--- config.mk ---
export PLATFORM = sky130hd
export DESIGN_NAME = pc_unit_stack
export DESIGN_NICKNAME = d
export VERILOG_FILES = /design/src/rtl/pc_pkg.sv /design/src/rtl/pc_ret_stack.sv /design/src/rtl/pc_unit_stack.sv
export SDC_FILE = /design/constraint.sdc
export NUM_CORES = 1
export LEC_CHECK = 0
export CAP_MARGIN = 20
export CORE_MARGIN = 3
export CORE_UTILIZATION = 60
export CTS_CLUSTER_DIAMETER = 120
export DETAILED_ROUTE_END_ITERATION = 6
export GPL_ROUTABILITY_DRIVEN = 0
export PLACE_DENSITY_LB_ADDON = 0.05
export SYNTH_ARGS = -nofsm -noshare
export SYNTH_HDL_FRONTEND = slang
export SYNTH_HIERARCHICAL = 1
export SYNTH_SLANG_ARGS = --single-unit
--- constraint.sdc ---
create_clock -name clk -period 3.6 [get_ports clk]
set_input_delay 0.36 -clock clk [delete_from_list [all_inputs] [get_ports clk]]
set_output_delay 0.36 -clock clk [all_outputs]
set_load 0.05 [all_outputs]
--- src/rtl/pc_pkg.sv ---
// Shared op-code constants for the program counter unit.
// The trap-on-stack-fault feature is enabled by defining PC_TRAP_EN.
package pc_pkg;

    localparam int PC_OP_W = 3;

    localparam logic [PC_OP_W-1:0] PC_OP_HOLD   = 3'd0;
    localparam logic [PC_OP_W-1:0] PC_OP_INC    = 3'd1;
    localparam logic [PC_OP_W-1:0] PC_OP_SKIP   = 3'd2;
    localparam logic [PC_OP_W-1:0] PC_OP_JUMP   = 3'd3;
    localparam logic [PC_OP_W-1:0] PC_OP_BRANCH = 3'd4;
    localparam logic [PC_OP_W-1:0] PC_OP_CALL   = 3'd5;
    localparam logic [PC_OP_W-1:0] PC_OP_RET    = 3'd6;
    localparam logic [PC_OP_W-1:0] PC_OP_RSVD   = 3'd7;

endpackage

--- src/rtl/pc_ret_stack.sv ---
// Return-address LIFO: DEPTH x ADDR_W, combinational top-of-stack read.
// Push when full and pop when empty are silently ignored.
module pc_ret_stack #(
    parameter int ADDR_W = 8,
    parameter int DEPTH  = 4,
    parameter int SP_W   = $clog2(DEPTH + 1)
) (
    input  logic              clk,
    input  logic              rst,
    input  logic              push,
    input  logic              pop,
    input  logic [ADDR_W-1:0] din,
    output logic [ADDR_W-1:0] top,
    output logic [SP_W-1:0]   sp,
    output logic              full,
    output logic              empty
);

    logic [ADDR_W-1:0] mem [DEPTH];

    assign full  = (sp == SP_W'(DEPTH));
    assign empty = (sp == '0);

    always_ff @(posedge clk or posedge rst) begin
        if (rst) begin
            sp <= '0;
            for (int i = 0; i < DEPTH; i++) begin
                mem[i] <= '0;
            end
        end else if (push && !full) begin
            for (int i = 0; i < DEPTH; i++) begin
                if (sp == SP_W'(i)) begin
                    mem[i] <= din;
                end
            end
            sp <= sp + SP_W'(1);
        end else if (pop && !empty) begin
            sp <= sp - SP_W'(1);
        end
    end

    // Top is the entry just below sp; reads 0 when empty.
    always_comb begin
        top = '0;
        for (int i = 0; i < DEPTH; i++) begin
            if (sp == SP_W'(i + 1)) begin
                top = mem[i];
            end
        end
    end

endmodule

--- src/rtl/pc_unit_stack.sv ---
// ADDR_W-bit program counter with call/return stack and sticky fault flag.
// Define PC_TRAP_EN to redirect stack faults to TRAP_VEC with a trap pulse.
module pc_unit_stack
    import pc_pkg::*;
#(
    parameter int ADDR_W   = 8,
    parameter int DEPTH    = 4,
    parameter int TRAP_VEC = 0
) (
    input  logic                       clk,
    input  logic                       rst,
    input  logic                       en,
    input  logic [PC_OP_W-1:0]         op,
    input  logic [ADDR_W-1:0]          target,
    input  logic [ADDR_W-1:0]          offset,
    input  logic                       clr_err,
    output logic [ADDR_W-1:0]          pc,
    output logic [$clog2(DEPTH+1)-1:0] sp,
    output logic                       stk_full,
    output logic                       stk_empty,
    output logic                       err,
    output logic                       trap
);

    localparam int SP_W = $clog2(DEPTH + 1);

    logic [ADDR_W-1:0] top;
    logic [ADDR_W-1:0] pc_inc;
    logic [ADDR_W-1:0] fault_pc;
    logic [ADDR_W-1:0] pc_nxt;
    logic              is_call;
    logic              is_ret;
    logic              fault;
    logic              push;
    logic              pop;

    pc_ret_stack #(
        .ADDR_W (ADDR_W),
        .DEPTH  (DEPTH),
        .SP_W   (SP_W)
    ) u_stack (
        .clk   (clk),
        .rst   (rst),
        .push  (push),
        .pop   (pop),
        .din   (pc_inc),
        .top   (top),
        .sp    (sp),
        .full  (stk_full),
        .empty (stk_empty)
    );

    assign is_call = en && (op == PC_OP_CALL);
    assign is_ret  = en && (op == PC_OP_RET);
    assign fault   = (is_call && stk_full)
                  || (is_ret && stk_empty);
    assign push    = is_call && !stk_full;
    assign pop     = is_ret && !stk_empty;
    assign pc_inc  = pc + ADDR_W'(1);

`ifdef PC_TRAP_EN
    assign fault_pc = ADDR_W'(TRAP_VEC);
`else
    assign fault_pc = pc_inc;
`endif

    always_comb begin
        pc_nxt = pc;
        unique case (1'b1)
            (op == PC_OP_INC):    pc_nxt = pc_inc;
            (op == PC_OP_SKIP):   pc_nxt = pc + ADDR_W'(2);
            (op == PC_OP_JUMP):   pc_nxt = target;
            (op == PC_OP_BRANCH): pc_nxt = pc + offset;
            (op == PC_OP_CALL):
                pc_nxt = stk_full ? fault_pc : target;
            (op == PC_OP_RET):
                pc_nxt = stk_empty ? fault_pc : top;
            default:              pc_nxt = pc;
        endcase
    end

    always_ff @(posedge clk or posedge rst) begin
        if (rst) begin
            pc <= '0;
        end else if (en) begin
            pc <= pc_nxt;
        end
    end

    // A fault on the same edge beats a clear request.
    always_ff @(posedge clk or posedge rst) begin
        if (rst) begin
            err <= 1'b0;
        end else if (fault) begin
            err <= 1'b1;
        end else if (clr_err) begin
            err <= 1'b0;
        end
    end

`ifdef PC_TRAP_EN
    always_ff @(posedge clk or posedge rst) begin
        if (rst) begin
            trap <= 1'b0;
        end else begin
            trap <= fault;
        end
    end
`else
    assign trap = 1'b0;
`endif

endmodule

==> results by group <==
Detailed routing
  • Remaining DRCs: 0
  • Iteration-0 DRC Markers: 295
  • DR vias/cell: roughly 6.3
  • Via count: about 2500
  • ANT nets after route: 0
  • Total routed wirelength: just under 7000 um
  • Routed WL per cell: between 15 and 20 um
  • TritonRoute pass-1 iters: 5

Die
  • Die W: 76.7 um
  • Rows: 25
  • Die area: slightly below 6000 um^2
  • Chip height: 76.7 um
  • Num ports: 38
  • Core area: 4790 um^2
  • Starting Density: 0.626

GRT
  • Largest net degree at the start of global routing: 36
  • Global-route wire length before repair: ~12000 um
  • Total GRT Usage: 0.250
  • Initial antenna violation count: 0
  • Number of global-route vias before repair: 2426
  • GR Overflow Total: 0

Synthesis
  • Sequential area share after synthesis: 0.368
  • Top cells by count, synth: 44 x dfrtp_1, 32 x mux2_2, 21 x nor2_1
  • Yosys top cell area share: 0.368
  • Synthesis Warnings: 6
  • Synth Net Count: 335
  • Post-synth ARST share: 1.00
  • Synth Flop Type: dfrtp_1
  • Most common cell in the netlist: dfrtp_1
  • Mapped Area: ~3000 um^2
  • Synth area leader: dfrtp_1
  • Register bit total from synthesis: 44
  • Mapped Cells: just under 300
  • Post-synth EDFFs: 0
  • Mean area per synthesized cell: approximately 10 um^2
  • Synth area leaders: dfrtp_1 37%, mux2_2 12%, ha_1 7.9%, a222oi_1 4.0%, xnor2_1 3.2%
  • Synth unique cells: 59

Clocking
  • Clock latency at the later pin of the worst-skew pair: just under 0.3 ns
  • CTS Hold Bufs: 0
  • Post_cts resized: 0
  • Root Driver: clkbuf_8
  • CTS max path bufs: 2
  • CTS Sinks: 44
  • TritonCTS Buffers: 5
  • TritonCTS clock tree: done
  • H-tree depth: 2
  • Post-CTS Setup Inserts: 0
  • Clock slew at reported path FFs: approximately 0.09 ns

Worst setup path
  • Data arrival, critical path: 2.83 ns
  • Cell mode on critical path: inv_1
  • CP max FO: 16
  • Crit. End Element: primary output
  • CP peak stage delay: just over 0.8 ns
  • Worst path slowest cell: clkdlybuf4s50_1
  • Startpoint Class: register
  • R2R depth: 10
  • Critical path class: reg2out
  • CP cell instances: inv_1 > ha_1 > nand2_2 > inv_1 > clkdlybuf4s50_1
  • Critical path data required time: approximately 3.2 ns

Worst hold path
  • Hold Path Class: in2async

STA
  • Period utilization: 0.886
  • Setup ws final: roughly 0.4 ns
  • Final Max Tran Viols: 0
  • Tmin final: approximately 3.2 ns
  • Setup TNS Final: 0 ns
  • Max Freq: roughly 0.31 GHz
  • Max Clock Skew: approximately 0.0074 ns
  • Hold Fails Final Rpt: 0
  • Final setup viols: 0
  • RSZ-0062 raised after global routing: no
  • Normalized max-slew margin: 0.499
  • Worst Tran Pin Value: approximately 0.75 ns

Pwr
  • Switching pwr: 1240 uW
  • Clock network power share: 0.122
  • Gate power share: 0.534
  • LEAKAGE: between 0.0015 and 0.002 uW
  • Sw Ratio: 0.459
  • Worst IR Drop VDD: between 400 and 500 uV
  • Seq pwr share: 0.344
  • P_int: about 1500 uW
  • P per Cell Area: between 700 and 800 nW/um^2

Run
  • Max Cap Viol: 0

Status
  • Status: finished, final reports clean

Placement
  • Port Buffer Count: 36
  • Dpl hpwl: approximately 5200 um
  • Pre-CTS WS: slightly below 0.8 ns

Cells and area
  • Filler Cells Inserted: 377
  • Antenna cells: 0
  • Area Growth Syn to Fin: 15.7%
  • Ratio of cells with drive above 1 in the final layout: 0.167
  • Final Net Count: between 300 and 400
[power groups by stage]
stage               combinational (uW)  clock, uW  sequential, uW
finish                            1450        332             931
global placement                  1400          0             925
CTS                               1440        340             924
floorplan                          966          0            1020
detailed placement                1430          0             934
global route                      1570        361             963
[final cells by class]
type,instances,area [um^2],area share
timing repair buffer,39,383,0.111
clock buffer,6,82.6,0.0238
sequential,44,1100,0.318
multi-input combinational,220,1750,0.505
tap,67,83.8,0.0242
clock inverter,2,15.0,0.00433
inverter,13,48.8,0.0141
[final timing paths]
path / from / endpoint / slack (ns)
setup / recovery: u_stack/sp[1] / stk_full / 0.41
hold / removal: rst / pc[1] / 0.37
setup reg to reg: u_stack/sp[2] / pc[2] / 0.76
hold reg to reg: u_stack/mem[15] / u_stack/mem[15] / 0.52
max in group asynchronous: rst / u_stack/mem[7] / 2.78
min in group clk: u_stack/mem[15] / u_stack/mem[15] / 0.52
[layer usage]
layer,wire length [um],vias up,track usage
met5,0,-,0
met4,95,0,0.0743
met3,465,12,0.0352
met2,3230,104,0.392
met1,3160,1193,0.361
li1,-,1145,-
[cell families after synthesis]
| logic type | Yosys count | share of synthesized area |
|---|---|---|
| other | 1 | 0.00125 |
| adder cells (fa/ha/maj) | 20 | 0.0860 |
| AND/OR/NAND/NOR | 78 | 0.139 |
| buffers and inverters | 28 | 0.0480 |
| AO/OA/AOI/OAI | 70 | 0.182 |
| multiplexers | 33 | 0.124 |
| XOR/XNOR | 18 | 0.0526 |
| flip-flops | 44 | 0.368 |
[critical path: cells and delay by family (launching register included)]
family	cells	cell delay, ns
AND/OR/NAND/NOR	1	0.30
buffers and inverters	3	1.22
flip-flops	1	0.47
adder cells (fa/ha/maj)	1	0.54
[cells in the final DEF (no fill, tap or decap), types with 7 or more instances in the layout]
cell type	n
dfrtp_1	44
clkdlybuf4s50_1	36
mux2_2	32
nor2_1	21
ha_1	19
nand2_1	15
nand3_1	15
a21oi_1	14
inv_1	13
a222oi_1	12
xnor2_1	11
xor2_1	7
o21ai_0	7
[state kept, by name, indices dropped and copies added (netlist names)]
name	count
u_stack/mem	32
pc	8
u_stack/sp	3
err	1
[metrics by stage]
| step | power (uW) | instance area (um^2) | util | hold WS [ns] | instances |
|---|---|---|---|---|---|
| 5_1_grt | 2900 | 3460 | 0.724 | 0.417 | 391 |
| 4_1_cts | 2710 | 3460 | 0.724 | 0.377 | 391 |
| 3_5_place_dp | 2370 | 3370 | 0.704 | 0.496 | 383 |
| 6_report | 2710 | 3460 | 0.724 | 0.372 | 391 |
| 3_3_place_gp | 2330 | 3370 | 0.704 | 0.487 | 383 |
| 2_1_floorplan | 1980 | 3000 | - | 0.188 | 292 |
(Power assumes the default switching activity.)
